[src/rtl/key_cond_if.sv]
// Raw key/switch inputs and conditioned event outputs of key_cond.
// The master drives the raw inputs and receives the events; key_cond is the slave.
interface key_cond_if;
  logic       key_plus_n;
  logic       key_sub_n;
  logic [1:0] key_state_raw;
  logic       plus_pulse;
  logic       sub_pulse;
  logic [1:0] key_state;
  logic       state_chg;

  modport master (
    output key_plus_n, key_sub_n, key_state_raw,
    input  plus_pulse, sub_pulse, key_state, state_chg
  );

  modport slave (
    input  key_plus_n, key_sub_n, key_state_raw,
    output plus_pulse, sub_pulse, key_state, state_chg
  );
endinterface

[src/rtl/key_cond.sv]
// Key conditioner: synchronizes and debounces two buttons and two mode switches and
// generates press / auto-repeat pulses. Auto-repeat exists only with `define KEY_AUTOREPEAT_EN.
//
// Button FSM
//   state  | meaning
//   IDLE   | button released, waiting for a debounced press
//   HELD   | pressed, press pulse issued, hold counter timing the first repeat
//   REPEAT | auto-repeating, repeat counter timing each further pulse
module key_cond #(
  parameter int unsigned DEBOUNCE_CYCLES = 240000,
  parameter int unsigned REPEAT_DELAY    = 6000000,
  parameter int unsigned REPEAT_PERIOD   = 1200000
) (
  input  logic      clk,
  input  logic      rst_n,
  key_cond_if.slave bus
);

  localparam int unsigned DW      = (DEBOUNCE_CYCLES > 1) ? $clog2(DEBOUNCE_CYCLES) : 1;
  localparam logic [DW-1:0] DB_LAST = DW'(DEBOUNCE_CYCLES - 1);
  // channel order: 0 plus, 1 sub, 2/3 mode switch bits; buttons idle high
  localparam logic [3:0]  RST_LVL = 4'b0011;

  if (DEBOUNCE_CYCLES == 0 || REPEAT_DELAY == 0 || REPEAT_PERIOD == 0 ||
      REPEAT_DELAY > (1 << 24) || REPEAT_PERIOD > (1 << 24)) begin : g_cfg_check
    $error("key_cond: timing parameters must be in 1..2^24");
  end

`ifdef KEY_AUTOREPEAT_EN
  typedef enum logic [1:0] {IDLE, HELD, REPEAT} btn_state_t;
  localparam logic [23:0] HOLD_LAST = 24'(REPEAT_DELAY - 1);
  localparam logic [23:0] REP_LAST  = 24'(REPEAT_PERIOD - 1);
  logic [23:0] hold_cnt [2];
  logic [23:0] rep_cnt  [2];
  logic        both_down;
`else
  typedef enum logic [1:0] {IDLE, HELD} btn_state_t;
`endif

  logic [3:0]    raw;
  logic [3:0]    sync1;
  logic [3:0]    sync2;
  logic [3:0]    deb;
  logic [3:0]    deb_nxt;
  logic [3:0]    accept;
  logic [DW-1:0] db_cnt [4];
  logic [1:0]    press_evt;
  logic [1:0]    pulse_req;
  btn_state_t    btn_st [2];
  logic          plus_q;
  logic          sub_q;
  logic          chg_q;

  assign raw = {bus.key_state_raw, bus.key_sub_n, bus.key_plus_n};

  always_ff @(posedge clk or negedge rst_n) begin
    if (!rst_n) begin
      sync1 <= RST_LVL;
      sync2 <= RST_LVL;
    end else begin
      sync1 <= raw;
      sync2 <= sync1;
    end
  end

  // Acceptance is decoded combinationally so the FSM and state_chg react on the
  // same edge the debounced level flips, keeping latency at DEBOUNCE_CYCLES+2.
  always_comb begin
    accept  = '0;
    deb_nxt = deb;
    for (int i = 0; i < 4; i++) begin
      accept[i]  = (sync2[i] != deb[i]) && (db_cnt[i] == DB_LAST);
      deb_nxt[i] = accept[i] ? sync2[i] : deb[i];
    end
  end

  always_ff @(posedge clk or negedge rst_n) begin
    if (!rst_n) begin
      deb <= RST_LVL;
      for (int i = 0; i < 4; i++) db_cnt[i] <= '0;
    end else begin
      deb <= deb_nxt;
      for (int i = 0; i < 4; i++) begin
        if (sync2[i] == deb[i] || accept[i]) db_cnt[i] <= '0;
        else                                 db_cnt[i] <= db_cnt[i] + DW'(1);
      end
    end
  end

  assign press_evt = deb[1:0] & ~deb_nxt[1:0];
`ifdef KEY_AUTOREPEAT_EN
  assign both_down = ~deb_nxt[0] & ~deb_nxt[1];
`endif

  always_comb begin
    pulse_req = '0;
    for (int b = 0; b < 2; b++) begin
      case (btn_st[b])
        IDLE:    pulse_req[b] = press_evt[b];
`ifdef KEY_AUTOREPEAT_EN
        HELD:    pulse_req[b] = !deb_nxt[b] && !both_down && (hold_cnt[b] == HOLD_LAST);
        REPEAT:  pulse_req[b] = !deb_nxt[b] && !both_down && (rep_cnt[b] == REP_LAST);
`endif
        default: pulse_req[b] = 1'b0;
      endcase
    end
  end

  always_ff @(posedge clk or negedge rst_n) begin
    if (!rst_n) begin
      for (int b = 0; b < 2; b++) begin
        btn_st[b] <= IDLE;
`ifdef KEY_AUTOREPEAT_EN
        hold_cnt[b] <= '0;
        rep_cnt[b]  <= '0;
`endif
      end
      plus_q <= 1'b0;
      sub_q  <= 1'b0;
      chg_q  <= 1'b0;
    end else begin
      for (int b = 0; b < 2; b++) begin
        case (btn_st[b])
          IDLE: begin
            if (press_evt[b]) begin
              btn_st[b] <= HELD;
`ifdef KEY_AUTOREPEAT_EN
              hold_cnt[b] <= '0;
`endif
            end
          end
          HELD: begin
            if (deb_nxt[b]) begin
              btn_st[b] <= IDLE;
`ifdef KEY_AUTOREPEAT_EN
              hold_cnt[b] <= '0;
            end else if (both_down) begin
              hold_cnt[b] <= '0;
            end else if (hold_cnt[b] == HOLD_LAST) begin
              btn_st[b]  <= REPEAT;
              rep_cnt[b] <= '0;
            end else begin
              hold_cnt[b] <= hold_cnt[b] + 24'd1;
`endif
            end
          end
`ifdef KEY_AUTOREPEAT_EN
          REPEAT: begin
            if (deb_nxt[b]) begin
              btn_st[b]  <= IDLE;
              rep_cnt[b] <= '0;
            end else if (both_down) begin
              // chord pressed: fall back to HELD so repeating stops
              btn_st[b]   <= HELD;
              hold_cnt[b] <= '0;
            end else if (rep_cnt[b] == REP_LAST) begin
              rep_cnt[b] <= '0;
            end else begin
              rep_cnt[b] <= rep_cnt[b] + 24'd1;
            end
          end
`endif
          default: btn_st[b] <= IDLE;
        endcase
      end
      // simultaneous requests cancel each other; FSMs advance regardless
      plus_q <= pulse_req[0] & ~pulse_req[1];
      sub_q  <= pulse_req[1] & ~pulse_req[0];
      chg_q  <= (deb_nxt[3:2] != deb[3:2]);
    end
  end

  assign bus.plus_pulse = plus_q;
  assign bus.sub_pulse  = sub_q;
  assign bus.state_chg  = chg_q;
  assign bus.key_state  = deb[3:2];

endmodule

[src/flat_wrapper.sv]
// flat-port wrapper written by rule: the top's interface ports become plain ports
module key_cond_flat 
#(
  parameter int unsigned DEBOUNCE_CYCLES = 240000,
  parameter int unsigned REPEAT_DELAY    = 6000000,
  parameter int unsigned REPEAT_PERIOD   = 1200000
)
  (clk, rst_n, bus_key_plus_n, bus_key_sub_n, bus_key_state_raw, bus_plus_pulse, bus_sub_pulse, bus_key_state, bus_state_chg);
  key_cond_if bus_i ();
  input  logic clk;
  input  logic rst_n;
  input wire logic [$bits(bus_i.key_plus_n)-1:0] bus_key_plus_n;
  input wire logic [$bits(bus_i.key_sub_n)-1:0] bus_key_sub_n;
  input wire logic [$bits(bus_i.key_state_raw)-1:0] bus_key_state_raw;
  output wire logic [$bits(bus_i.plus_pulse)-1:0] bus_plus_pulse;
  output wire logic [$bits(bus_i.sub_pulse)-1:0] bus_sub_pulse;
  output wire logic [$bits(bus_i.key_state)-1:0] bus_key_state;
  output wire logic [$bits(bus_i.state_chg)-1:0] bus_state_chg;
  assign bus_i.key_plus_n = bus_key_plus_n;
  assign bus_i.key_sub_n = bus_key_sub_n;
  assign bus_i.key_state_raw = bus_key_state_raw;
  assign bus_plus_pulse = bus_i.plus_pulse;
  assign bus_sub_pulse = bus_i.sub_pulse;
  assign bus_key_state = bus_i.key_state;
  assign bus_state_chg = bus_i.state_chg;
  key_cond #(.DEBOUNCE_CYCLES(DEBOUNCE_CYCLES), .REPEAT_DELAY(REPEAT_DELAY), .REPEAT_PERIOD(REPEAT_PERIOD)) u_core (.clk(clk), .rst_n(rst_n), .bus(bus_i));
endmodule
[config.mk]
export PLATFORM = sky130hd
export DESIGN_NAME = key_cond_flat
export DESIGN_NICKNAME = d
export VERILOG_FILES = /design/src/rtl/key_cond_if.sv /design/src/rtl/key_cond.sv /design/src/flat_wrapper.sv
export SDC_FILE = /design/constraint.sdc
export NUM_CORES = 1
export LEC_CHECK = 0
export CAP_MARGIN = 20
export CORE_MARGIN = 5
export CORE_UTILIZATION = 65
export DETAILED_ROUTE_END_ITERATION = 16
export DONT_BUFFER_PORTS = 1
export GPL_ROUTABILITY_DRIVEN = 1
export GPL_TIMING_DRIVEN = 0
export MAX_ROUTING_LAYER = met4
export PLACE_DENSITY = 0.91
export SYNTH_ARGS = -nofsm -noshare
export SYNTH_HDL_FRONTEND = slang
export SYNTH_SLANG_ARGS = --single-unit
export TNS_END_PERCENT = 50
[constraint.sdc]
create_clock -name clk -period 4.15 [get_ports clk]
set_input_delay 0.2075 -clock clk [delete_from_list [all_inputs] [get_ports clk]]
set_output_delay 0.2075 -clock clk [all_outputs]
set_load 0.005 [all_outputs]
======== Word-level counts from Yosys, hierarchy flattened ========
Cells that the tools add are included.
storage, ports and cells
  bits in registers ....................... 91
  latch bits .............................. 0
  bits in writable memories ............... 0
  memory bits (read-only) ................. 0
  input bits .............................. 6
  word-level logic and storage cells ...... 69
  memories ................................ 0
cells by class
  $add $sub $neg .......................... 4
  multipliers ............................. 0
  div/mod/pow operators ................... 0
  magnitude comparators ................... 0
  eq/ne operators ......................... 19
  shift operators ......................... 0
  mux-type cells .......................... 16
  bitwise operators ....................... 6
  reductions and logical operators ........ 12
operators by type and width
  cell                     count
  $add A18 B1 Y18 const B  4
  $eq A18 B18 Y1 const B   4
  $mux W18                 4
  $mux W2                  4
  $ne A2 B1 Y1 const B     4
  $pmux W2 S2              2
  $mux W1                  6
  $eq A1 B1 Y1             4
  $eq A2 B1 Y1 const B     2
  $logic_and A1 B1 Y1      4
  $logic_not A2 Y1         2
  $logic_or A1 B1 Y1       4
  $ne A1 B1 Y1             4
  $reduce_and A2 Y1        2
  $and A1 B1 Y1            2
  $and A2 B2 Y2            1
  $ne A2 B2 Y1             1
  $not A1 Y1               2
  $not A2 Y2               1

======== Longest topological paths before layout ========
Gate-level depths: netlist of the first run.
  depth after elaboration ................. 8
  gate-level depth with buffers ........... 7
  gate-level depth less buffers ........... 5

======== Least setup slack after synthesis of the first run ========
No wires, ideal clock.
  path type ............................... register -> register
  start ................................... register u_core.db_cnt[54] in the netlist's numbering
  end ..................................... register u_core.sub_q (netlist: u_core.bus.sub_pulse)
  arrival time ............................ 1.835 ns
  data required time ...................... 4.030 ns
  setup slack ............................. 2.194 ns
  cell stages (with the launch flop) ...... 6
  path buffers ............................ 0
  cells stage by stage .................... dfrtp_1 ha_1 nand4_4 or4_4 or3_1 and4_1
on the way
  longest elaborated chain between the ends .. 8
RTL lines
  item                              line             text
  start: declaration                key_cond.sv:46   logic [DW-1:0] db_cnt [4];
  start signal: indexed assignment  key_cond.sv:85   else db_cnt[i] <= db_cnt[i] + DW'(1);
  $eq A18 B18 Y1                    key_cond.sv:72   accept[i] = (sync2[i] != deb[i]) && (db_cnt[i] == DB_LAST);
  $logic_and A1 B1 Y1               key_cond.sv:72
  $mux W1                           key_cond.sv:73   deb_nxt[i] = accept[i] ? sync2[i] : deb[i];
  $not A2 Y2                        key_cond.sv:90   assign press_evt = deb[1:0] & ~deb_nxt[1:0];
  $and A2 B2 Y2                     key_cond.sv:90
  $mux W1                           key_cond.sv:98   case (btn_st[b])
  $not A1 Y1                        key_cond.sv:168  sub_q <= pulse_req[1] & ~pulse_req[0];
  $and A1 B1 Y1                     key_cond.sv:168
  end signal: assignment            key_cond.sv:168
  end: declaration                  key_cond.sv:51   logic sub_q;
No other way between the ends.
A chain may end at the register's enable or synchronous reset.

======== Final worst setup path of the first run ========
  start ................................... register u_core.db_cnt[14] in the netlist's numbering
  end ..................................... register u_core.db_cnt[12] in the netlist's numbering
on the way
  longest elaborated chain between the ends .. 4
RTL lines
  item                 line            text
  $eq A18 B18 Y1       key_cond.sv:72
  $logic_and A1 B1 Y1  key_cond.sv:72
  $logic_or A1 B1 Y1   key_cond.sv:84  if (sync2[i] == deb[i] || accept[i]) db_cnt[i] <= '0;
  $mux W18             key_cond.sv:84
No other way between the ends.

==> flow_metrics.py, run 1 <==
metrics = {
    "critical_path": {
        "worstSetupPathType": "flip-flop to flip-flop",
        "end_kind": "flip-flop",
        "ff2ff_path_depth": 5,
        "reg2reg_slack_ns": 1.92,
        "cpMaxStageDelayCell": "o31ai_2",
        "r2r_start": "u_core.db_cnt[14]$_DFF_PN0_",
        "required_ns": 4.39,
        "cp.arrival_ns": 2.47,
        "max_stage_delay_ns": 0.56,
        "r2r-end": "u_core.db_cnt[12]$_DFF_PN0_",
        "cp_max_fo": 10,
        "path_cells": "nand4bb_1, or4_1, o31ai_2, buf_2, nor2_1",
        "critPathLaunchType": "flip-flop",
    },
    "pwr": {
        "ir_drop_v": 0.0003019,
        "p_leak_nw": 1.834,
        "power_density_nw_per_um2": 343.6,
    },
    "synth": {
        "synth_edf_count": 0,
        "synthesis.area_sq_um": 4148,
        "synthCells": 406,
        "synth_seq_area_share_pct": 53.88,
        "netlist.top_cell.by_area": "dfrtp_1",
        "synth_top_area_share_pct": 50.08,
        "ys_ff_latch": 89,
        "synth.avg_cell_area_sq_um": 10.22,
        "ys_warn_count": 0,
        "postSynth.asyncResetShare_pct": 100.0,
        "synth_fp_nets": 416,
        "synth_cell_types": 39,
        "synth_area_leaders": "dfrtp_1, xnor2_1, nor2_1",
        "synth_ff_type": "dfrtp_1",
    },
    "sta": {
        "slew_headroom_pct": 56.57,
        "rsz0062_at_grt": "false",
        "fmax_mhz": 448.2,
        "finalSetupTns_ns": 0,
        "hold_viol": 0,
        "drv_slew": 0,
        "setup_viol_count_final": 0,
        "clock-skew-final_ns": 0.009098,
        "fin_crit_sh_pct": 53.76,
        "worst_pin_slew_ns": 0.6475,
        "min_period_ns": 2.231,
    },
    "cts": {
        "h-tree-depth": 3,
        "clockBufferDepth": 2,
        "root_buffer": "clkbuf_8",
        "post_cts_resized": 0,
        "cts_tree": "built",
        "clkSinkCount": 89,
        "cts_made_buffers": 9,
        "cts_setup_buffers": 0,
        "clk_pin_slew_ns": 0.09,
        "clk_latency_ns": 0.36,
    },
    "layout": {
        "drive_gt1_share_pct": 8.879,
        "antenna_cells": 0,
        "areaGrowthSynthToFinish_pct": 8.959,
        "nNetsFinal": 433,
        "final_util_pct": 72.00,
        "fillCellCount": 432,
    },
    "drt": {
        "viasPerCell": 5.893,
        "finalWirelength_um": 7579,
        "drc_errors": 0,
        "drtIter0Drc": 147,
        "post_drt_wl_per_cell_um": 15.01,
        "drtPass1Iterations": 5,
        "route.antenna.remaining_nets": 0,
        "vias": 2976,
    },
    "floorplanning": {
        "start_util_pct": 66.08,
        "dieArea_sq_um": 8078,
        "rows": 29,
        "io_pins": 11,
        "design.core.area_sq_um": 6277,
        "die_w_um": 89.88,
        "dieHeight_um": 89.88,
    },
    "worst_hold_path": {
        "hp-start": "u_core.sync1[0]$_DFF_PN1_",
        "whs_path_depth": 0,
        "hp-class": "flip-flop to flip-flop",
        "holdPathEnd": "u_core.sync2[0]$_DFF_PN1_",
    },
    "global_route": {
        "grt_usage_pct": 20.09,
        "grt_first_pass_wirelength_um": 13250,
        "grt_start_max_net_pins": 90,
        "antenna_found_initial": 0,
        "grt_overflow": 0,
        "grt_pass1_vias": 2957,
    },
    "placed_design": {
        "hpwl_um": 4895,
        "port_buffers": 0,
        "gp_congestion": 0.8451,
    },
    "flow_run": {
        "maxCapViolations": 0,
    },
    "run_status": {
        "status": "complete, no violations",
    },
}
## worst max path at each step
stage	from	to
6_report	u_core.db_cnt[14]$_DFF_PN0_	u_core.db_cnt[12]$_DFF_PN0_
5_1_grt	u_core.db_cnt[19]$_DFF_PN0_	u_core.db_cnt[33]$_DFF_PN0_
4_1_cts	u_core.db_cnt[14]$_DFF_PN0_	u_core.db_cnt[12]$_DFF_PN0_
3_5_place_dp	u_core.db_cnt[12]$_DFF_PN0_	u_core.db_cnt[12]$_DFF_PN0_
3_3_place_gp	u_core.db_cnt[14]$_DFF_PN0_	u_core.db_cnt[12]$_DFF_PN0_
2_1_floorplan	u_core.db_cnt[54]$_DFF_PN0_	u_core.bus.sub_pulse$_DFF_PN0_
## placed cells by master (no fill, tap or decap), types with 4 or more instances in the layout
cell           netlist  routed
o21ai_0             11      11
dlygate4sd3_1        0       5
xor2_1              25      25
and3_1               6       6
buf_2                4       4
nor4_1              10      10
a21oi_1             10      10
dfrtp_1             83      83
inv_1               14      14
nand4_1             24      24
or4_1                4       4
ha_1                 4       4
xnor2_1             33      33
nand2_1             19      19
and4_1               6       6
nor3_1              12      12
dfstp_2              6       6
clkbuf_8             0      10
clkbuf_1             3       5
nor2_1              73      73
or3_1                9       9
nand3_1             23      23
## repair_timing
item | in CTS | in global routing
endpoints found under the hold margin | 93 | 0
setup endpoints to repair | 0 | 0
hold buffers | 6 | 0
## where the power goes
part / leakage [nW] / internal (W) / switching, W
sequential: 1.20 / 0.000881 / 0.0000146
combinational: 0.542 / 0.0000192 / 0.0000399
clock: 0.0888 / 0.000295 / 0.000302
## stage by stage
step	cells	power (W)	area (sq um)	hold WS (ns)	setup slack (ns)
final	505	0.001553	4519	0.3578	1.919
after global routing	505	0.001615	4519	0.3681	1.733
after CTS	505	0.001561	4519	0.3585	1.893
after detailed placement	483	0.0009496	4244	-0.08579	1.915
after global placement	483	0.0009471	4244	-0.08524	1.991
after floorplan	406	0.0009384	4148	-0.08809	2.194
## layer usage
layer | GRT usage, % | part of all wire (%) | vias to the layer above
met5 | - | 0 | -
met4 | 7.940 | 2.0 | 0
met3 | 5.008 | 4.8 | 18
met2 | 30.18 | 47 | 83
met1 | 26.45 | 46 | 1427
li1 | - | - | 1448
## flip-flops by register name, summed over array words and instances, names as in the netlist
signal,count
u_core.btn_st,2
u_core.bus.plus_pulse,1
u_core.bus.state_chg,1
u_core.bus.sub_pulse,1
u_core.db_cnt,72
u_core.deb,4
u_core.sync1,4
u_core.sync2,4
## final cells by class
cell class,count,area [sq um],area share (%)
Sequential cell,89,2235,49.45
Clock buffer,12,145.1,3.212
Buffer,10,53.80,1.190
Timing Repair Buffer,6,77.57,1.717
Multi-Input combinational cell,293,1807,39.98
Clock inverter,4,52.55,1.163
Inverter,14,52.55,1.163
Tap cell,77,96.34,2.132
## critical path, delay by kind of cell, from the launching register on
kind / cells / cell delay (ns)
simple gates: 3 / 0.79
compound gates: 1 / 0.56
flops: 1 / 0.43
buf+inv: 1 / 0.34
## synthesized netlist by cell type (all sizes together), types with 7 or more instances
master  count
or3         9
xnor2      33
o21ai      12
inv        14
nor2       73
nor3       12
nand4      25
buf         7
nor4       10
xor2       25
dfrtp      83
nand3      23
a21oi      10
nand2      19
## logic make-up after synthesis
logic type               after synthesis  share of synthesized area (%)
flip-flops                            89                          53.88
multiplexers                           2                         0.5429
XOR/XNOR                              58                          12.25
AND/OR/NAND/NOR                      197                          24.59
AO/OA/AOI/OAI                         32                          4.978
buffers and inverters                 24                          2.564
adder cells (fa/ha/maj)                4                          1.207
No activity file was read; power rests on OpenSTA's default activity.
==> run 2, diff against run 1 <==
Settings changed: CORE_UTILIZATION 65 to 57, PLACE_DENSITY 0.91 to 0.85.
Clock period 4.15 ns to 1.8 ns, I/O delays scaled along.
==> run 2 against run 1 <==
Compared with the run above: the run now ends with hold timing, setup timing left; wire length grew 14%; worst hold slack worse by 0.94 ns; via count up 8.0%; sequential share of layout area decreased by 3.5 points; combinational power rose by 130%; critical endpoint is now u_core.bus.sub_pulse$_DFF_PN0_.
==> flow_metrics.py, run 2 (synthesis gave the netlist of run 1 again) <==
metrics = {
    "critical_path": {
        "ff2ff_path_depth": 4,
        "cp_max_fo": 3,
        "cpLargestDelayFamily": "simple AND/OR/NAND/NOR gates",
        "end_kind": "flip-flop",
        "max_stage_delay_ns": 0.57,
        "critPathBufInv": 0,
        "path_depth": 4,
        "required_ns": 2.04,
        "critPathLaunchType": "flip-flop",
        "path_cells": "nand4bb_1, or4_4, or3_4, and4_1",
        "reg2reg_slack_ns": -0.03,
        "cpMaxStageDelayCell": "or4_4",
        "cp.arrival_ns": 2.07,
        "worstSetupPathType": "flip-flop to flip-flop",
    },
    "layout": {
        "nNetsFinal": 456,
        "largest_reg_flops": 72,
        "top_register": "u_core.db_cnt",
        "final_util_pct": 67.90,
        "drive_gt1_share_pct": 18.85,
        "antenna_cells": 0,
        "areaGrowthSynthToFinish_pct": 17.47,
        "layout_common_cells": "dfrtp_1, nor2_1, xnor2_1",
        "fillCellCount": 505,
        "final_common_cell": "dfrtp_1",
    },
    "cts": {
        "clk_latency_ns": 0.36,
        "root_buffer": "clkbuf_8",
        "cts_hold_buffers": 4,
        "h-tree-depth": 3,
        "cts_made_buffers": 9,
        "clockBufferDepth": 2,
        "cts_tree": "built",
        "clkSinkCount": 89,
        "clk_pin_slew_ns": 0.08,
    },
    "global_route": {
        "grt_overflow": 0,
        "grt_use_met1_pct": 24.68,
        "grt_start_max_net_pins": 90,
        "antenna_found_initial": 0,
        "grt_first_pass_wirelength_um": 13800,
        "grt_busiest_layer": "met2",
        "grt_pass1_vias": 3062,
        "grt.met3_usage_pct": 4.262,
        "grt_util_met2_pct": 32.24,
        "grt_usage_pct": 20.03,
    },
    "drt": {
        "viasPerCell": 5.844,
        "drc_errors": 0,
        "vias": 3214,
        "route.antenna.remaining_nets": 0,
        "drtIter0Drc": 153,
        "finalWirelength_um": 8608,
        "drtPass1Iterations": 5,
        "post_drt_wl_per_cell_um": 15.65,
    },
    "floorplanning": {
        "start_util_pct": 57.80,
        "rows": 31,
        "dieArea_sq_um": 9083,
        "design.core.area_sq_um": 7176,
        "die_w_um": 95.31,
        "dieHeight_um": 95.31,
        "io_pins": 11,
    },
    "sta": {
        "clock-skew-final_ns": 0.009237,
        "fmax_mhz": 547.7,
        "fin_crit_sh_pct": 101.4,
        "min_period_ns": 1.826,
        "rsz0062_at_grt": "true",
        "setup_viol_count_final": 3,
        "worst_pin_slew_ns": 0.3422,
        "holdWs_ns": -0.5809,
        "finalSetupTns_ns": -0.04936,
        "hold_viol": 89,
        "slew_headroom_pct": 76.98,
        "drv_slew": 0,
        "fin_ws_ns": -0.02569,
    },
    "placed_design": {
        "hpwl_um": 5185,
        "gp_congestion": 0.8664,
        "port_buffers": 0,
        "dpl_worst_slack_ns": -0.4575,
    },
    "run_status": {
        "violations": "hold timing, setup timing",
        "status": "finished, violations left",
    },
    "worst_hold_path": {
        "hp-class": "input pin to async pin",
    },
    "pwr": {
        "p_leak_nw": 1.989,
        "ir_drop_v": 0.0004396,
        "power_density_nw_per_um2": 761.1,
    },
    "flow_run": {
        "maxCapViolations": 0,
    },
}
==> run 2: changes by cell type in the layout (fill, tap and decap cells not counted), moves of 4 or more <==
cell,before,now
dfrtp_1,83,78
or4_1,4,0
dfrtp_2,0,5
buf_4,3,29
or4_4,1,5
==> run 2: area by class of cell <==
type / count / area (sq um) / share of cell area, %
sequential: 89 / 2241 / 45.99
tap: 99 / 123.9 / 2.542
timing repair buffer: 31 / 250.2 / 5.136
buffer: 8 / 57.56 / 1.181
clock buffer: 11 / 141.4 / 2.902
inverter: 14 / 52.55 / 1.079
clock inverter: 5 / 78.83 / 1.618
multi-input combinational: 293 / 1927 / 39.55
==> run 2: repair_timing <==
action,4_1_cts,5_1_grt
cloned,0,1
setup endpoints to repair,69,47
pin swaps,6,13
buffers inserted,9,17
endpoints found under the hold margin,93,89
resized for setup,13,19
==> run 2: final timing paths <==
| kind | from | endpoint |
|---|---|---|
| min in group clk | bus_key_plus_n | u_core.sync1[0]$_DFF_PN1_ |
| min | rst_n | u_core.db_cnt[33]$_DFF_PN0_ |
| max | u_core.db_cnt[61]$_DFF_PN0_ | u_core.bus.sub_pulse$_DFF_PN0_ |
| max reg2reg | u_core.db_cnt[61]$_DFF_PN0_ | u_core.bus.sub_pulse$_DFF_PN0_ |
| max in group asynchronous | rst_n | u_core.sync1[0]$_DFF_PN1_ |
| min reg2reg | u_core.sync1[2]$_DFF_PN0_ | u_core.sync2[2]$_DFF_PN0_ |
==> run 2: power breakdown <==
part / internal, W / switching [W]
Clock: 0.000818 / 0.000690
Sequential: 0.00203 / 0.0000341
Combinational: 0.0000638 / 0.0000693
==> run 2: through the flow <==
step | hold WS [ns] | cell area (sq um) | power, W | std cells
after floorplan | -0.2056 | 4172 | 0.002169 | 406
after global routing | -0.6040 | 4872 | 0.003833 | 550
final | -0.5809 | 4872 | 0.003708 | 550
after CTS | -0.5932 | 4682 | 0.003714 | 532
after detailed placement | -0.2033 | 4295 | 0.002197 | 505
after global placement | -0.2030 | 4295 | 0.002190 | 505
==> run 2: routing by layer <==
layer	routed length [um]	vias to the layer above
li1	-	1502
met3	431	30
met5	0	-
met2	4390	95
met1	3573	1587
met4	212	0
==> run 3, diff against run 2 <==
Settings changed: ABC_AREA from default to 1.
==> run 3 against run 2 <==
Compared with the run above: the flow finishes with violations (hold timing); first-iteration DRC count increased by 46%; worst setup slack better by 0.21 ns; worst hold slack lost 0.0014 ns; critical path type unchanged; highest routed layer unchanged.
==> flow_metrics.py, run 3 <==
metrics = {
    "layout": {
        "stdcell_area_sq_um": 5084,
        "fillCellCount": 693,
        "layout_common_cells": "nor2_1, nand2_1, dfrtp_1",
        "top_register": "u_core.db_cnt",
        "final_common_cell": "nor2_1",
        "nNetsFinal": 629,
        "largest_reg_flops": 72,
        "areaGrowthSynthToFinish_pct": 8.405,
        "final_util_pct": 62.50,
        "antenna_cells": 0,
        "drive_gt1_share_pct": 8.654,
    },
    "sta": {
        "clock-skew-final_ns": 0.01005,
        "min_period_ns": 1.618,
        "rsz0062_at_grt": "false",
        "fmax_mhz": 617.9,
        "slew_headroom_pct": 73.27,
        "drv_slew": 0,
        "setup_viol_count_final": 0,
        "hold_viol": 89,
        "holdWs_ns": -0.5823,
        "worst_pin_slew_ns": 0.3979,
        "fin_crit_sh_pct": 89.92,
        "finalSetupTns_ns": 0,
    },
    "run_status": {
        "status": "finished, violations left",
        "violations": "hold timing",
    },
    "synth": {
        "postSynth.asyncResetShare_pct": 100.0,
        "ys_warn_count": 0,
        "synth_most_common_cell": "nor2_1",
        "ys_ff_latch": 89,
        "synth_edf_count": 0,
        "synth_compound_area_share_pct": 1.868,
        "synth_common_cells": "nor2_1, nand2_1, dfrtp_1",
        "synthesis.area_sq_um": 4689,
        "synth_top_area_share_pct": 44.29,
        "synth_fp_nets": 614,
        "synth_ff_type": "dfrtp_1",
        "synth.avg_cell_area_sq_um": 7.764,
        "synth_area_leaders": "dfrtp_1, nor2_1, nand2_1",
        "synth-simple-area-share_pct": 36.90,
        "synthCells": 604,
        "synth_cell_types": 27,
        "synth_seq_area_share_pct": 47.65,
        "netlist.top_cell.by_area": "dfrtp_1",
        "yosys.area_share.xor_xnor_pct": 6.163,
        "synthAdderAreaFrac_pct": 1.067,
        "synthMuxAreaShare_pct": 0,
        "synth_top_family_by_area": "simple AND/OR/NAND/NOR gates",
    },
    "global_route": {
        "grt_start_max_net_pins": 90,
        "antenna_found_initial": 0,
        "grt_overflow": 0,
        "grt_pass1_vias": 3734,
        "grt_usage_pct": 20.37,
        "grt_first_pass_wirelength_um": 16280,
    },
    "critical_path": {
        "ff2ff_path_depth": 7,
        "cp_max_fo": 10,
        "r2r_start": "u_core.db_cnt[36]$_DFF_PN0_",
        "startpoint": "u_core.db_cnt[36]$_DFF_PN0_",
        "critPathLaunchType": "flip-flop",
        "end_kind": "flip-flop",
        "worstSetupPathType": "flip-flop to flip-flop",
        "cp.arrival_ns": 1.87,
        "r2r-end": "u_core.db_cnt[50]$_DFF_PN0_",
        "reg2reg_slack_ns": 0.18,
        "required_ns": 2.05,
    },
    "flow_run": {
        "maxCapViolations": 0,
    },
    "drt": {
        "vias": 3827,
        "viasPerCell": 5.250,
        "drc_errors": 0,
        "finalWirelength_um": 9114,
        "route.antenna.remaining_nets": 0,
        "drtIter0Drc": 223,
        "post_drt_wl_per_cell_um": 12.50,
        "drtPass1Iterations": 5,
    },
    "floorplanning": {
        "rows": 33,
        "die_w_um": 100.7,
        "start_util_pct": 57.65,
        "dieArea_sq_um": 10140,
        "dieHeight_um": 100.7,
        "io_pins": 11,
        "design.core.area_sq_um": 8134,
    },
    "cts": {
        "clk_latency_ns": 0.35,
        "clk_pin_slew_ns": 0.09,
        "h-tree-depth": 3,
        "root_buffer": "clkbuf_8",
        "cts_made_buffers": 9,
        "clockBufferDepth": 2,
        "cts_tree": "built",
        "cts_setup_buffers": 0,
        "clkSinkCount": 89,
        "cts_hold_buffers": 4,
    },
    "placed_design": {
        "gp_congestion": 0.9057,
        "place_area_sq_um": 4821,
        "port_buffers": 0,
        "hpwl_um": 6615,
    },
    "worst_hold_path": {
        "hp-class": "input pin to async pin",
    },
    "pwr": {
        "p_leak_nw": 2.145,
        "ir_drop_v": 0.0005401,
        "power_density_nw_per_um2": 725.2,
    },
}
-- run 3: cell types whose count changed after synthesis, moves of 6 or more --
| cell | change |
|---|---|
| nand2_1 | +109 |
| nor2_1 | +86 |
| inv_1 | +47 |
| xnor2_1 | -26 |
| nor3_1 | +13 |
| nand3_1 | +12 |
| nor4_1 | -10 |
| or3_1 | -9 |
| nor2_2 | +8 |
| nand4_1 | -7 |
| and3_1 | -6 |
| and4_1 | -6 |
| o21ai_0 | -6 |
-- run 3: power breakdown --
group	leakage, nW	total (W)	internal [W]	switching, W
registers	1.20	0.00206	0.00203	0.0000303
clock network	0.111	0.00152	0.000791	0.000732
logic	0.832	0.000101	0.0000432	0.0000575
total	2.15	0.00369	0.00287	0.000820
-- run 3: layout make-up --
type	instances	area, sq um	share of cell area (%)
clock inverters	6	91.34	1.797
repair buffers	4	40.04	0.7876
multi-input cells	448	2160	42.48
well taps	105	131.4	2.584
inverters	61	229.0	4.504
plain buffers	6	68.82	1.354
clock buffers	10	127.6	2.510
flip-flops and latches	89	2236	43.98
-- run 3: routing by layer --
metal / global-route usage [%] / vias up / share of wire, %
li1: - / 1924 / -
met1: 26.48 / 1799 / 45
met2: 32.41 / 89 / 49
met3: 3.045 / 15 / 4.0
met4: 7.772 / 0 / 1.8
met5: - / - / 0
-- run 3: what timing repair did --
action                                  in CTS  in global routing
gates resized for setup                      0                  3
endpoints found under the setup margin       0                 12
endpoints found under the hold margin       93                 89
-- run 3: worst max-delay path: stages, from the launching register on --
cell     delay (ns)
dfrtp_2        0.42
ha_2           0.24
nand3_2        0.16
nor2_4         0.19
nand3_2        0.12
nand2_2        0.16
buf_6          0.16
nor2_1         0.06
-- run 3: how the worst max path moves through the flow --
stage	end	slack, ns	cells past startpoint
after global placement	u_core.db_cnt[49]$_DFF_PN0_	0.19	7
after floorplan	u_core.db_cnt[45]$_DFF_PN0_	0.41	7
after global routing	u_core.db_cnt[57]$_DFF_PN0_	0.04	7
final	u_core.db_cnt[50]$_DFF_PN0_	0.18	7
after CTS	u_core.db_cnt[50]$_DFF_PN0_	0.1	7
after detailed placement	u_core.db_cnt[50]$_DFF_PN0_	0.12	7
-- run 3: per-stage QoR --
stage / std cells / setup slack (ns) / total power [W]
6_report: 729 / 0.1815 / 0.003686
3_3_place_gp: 709 / 0.1919 / 0.002188
4_1_cts: 729 / 0.09878 / 0.003703
2_1_floorplan: 604 / 0.4138 / 0.002168
3_5_place_dp: 709 / 0.1152 / 0.002195
5_1_grt: 729 / 0.04120 / 0.003802
-- run 3: cells by family (layout without fill, tap and decap cells) --
logic type / Yosys count / in the layout
XOR/XNOR: 33 / 33
flip-flops: 89 / 89
adder cells (fa/ha/maj): 4 / 4
AO/OA/AOI/OAI: 16 / 16
AND/OR/NAND/NOR: 395 / 395
buffers and inverters: 67 / 87
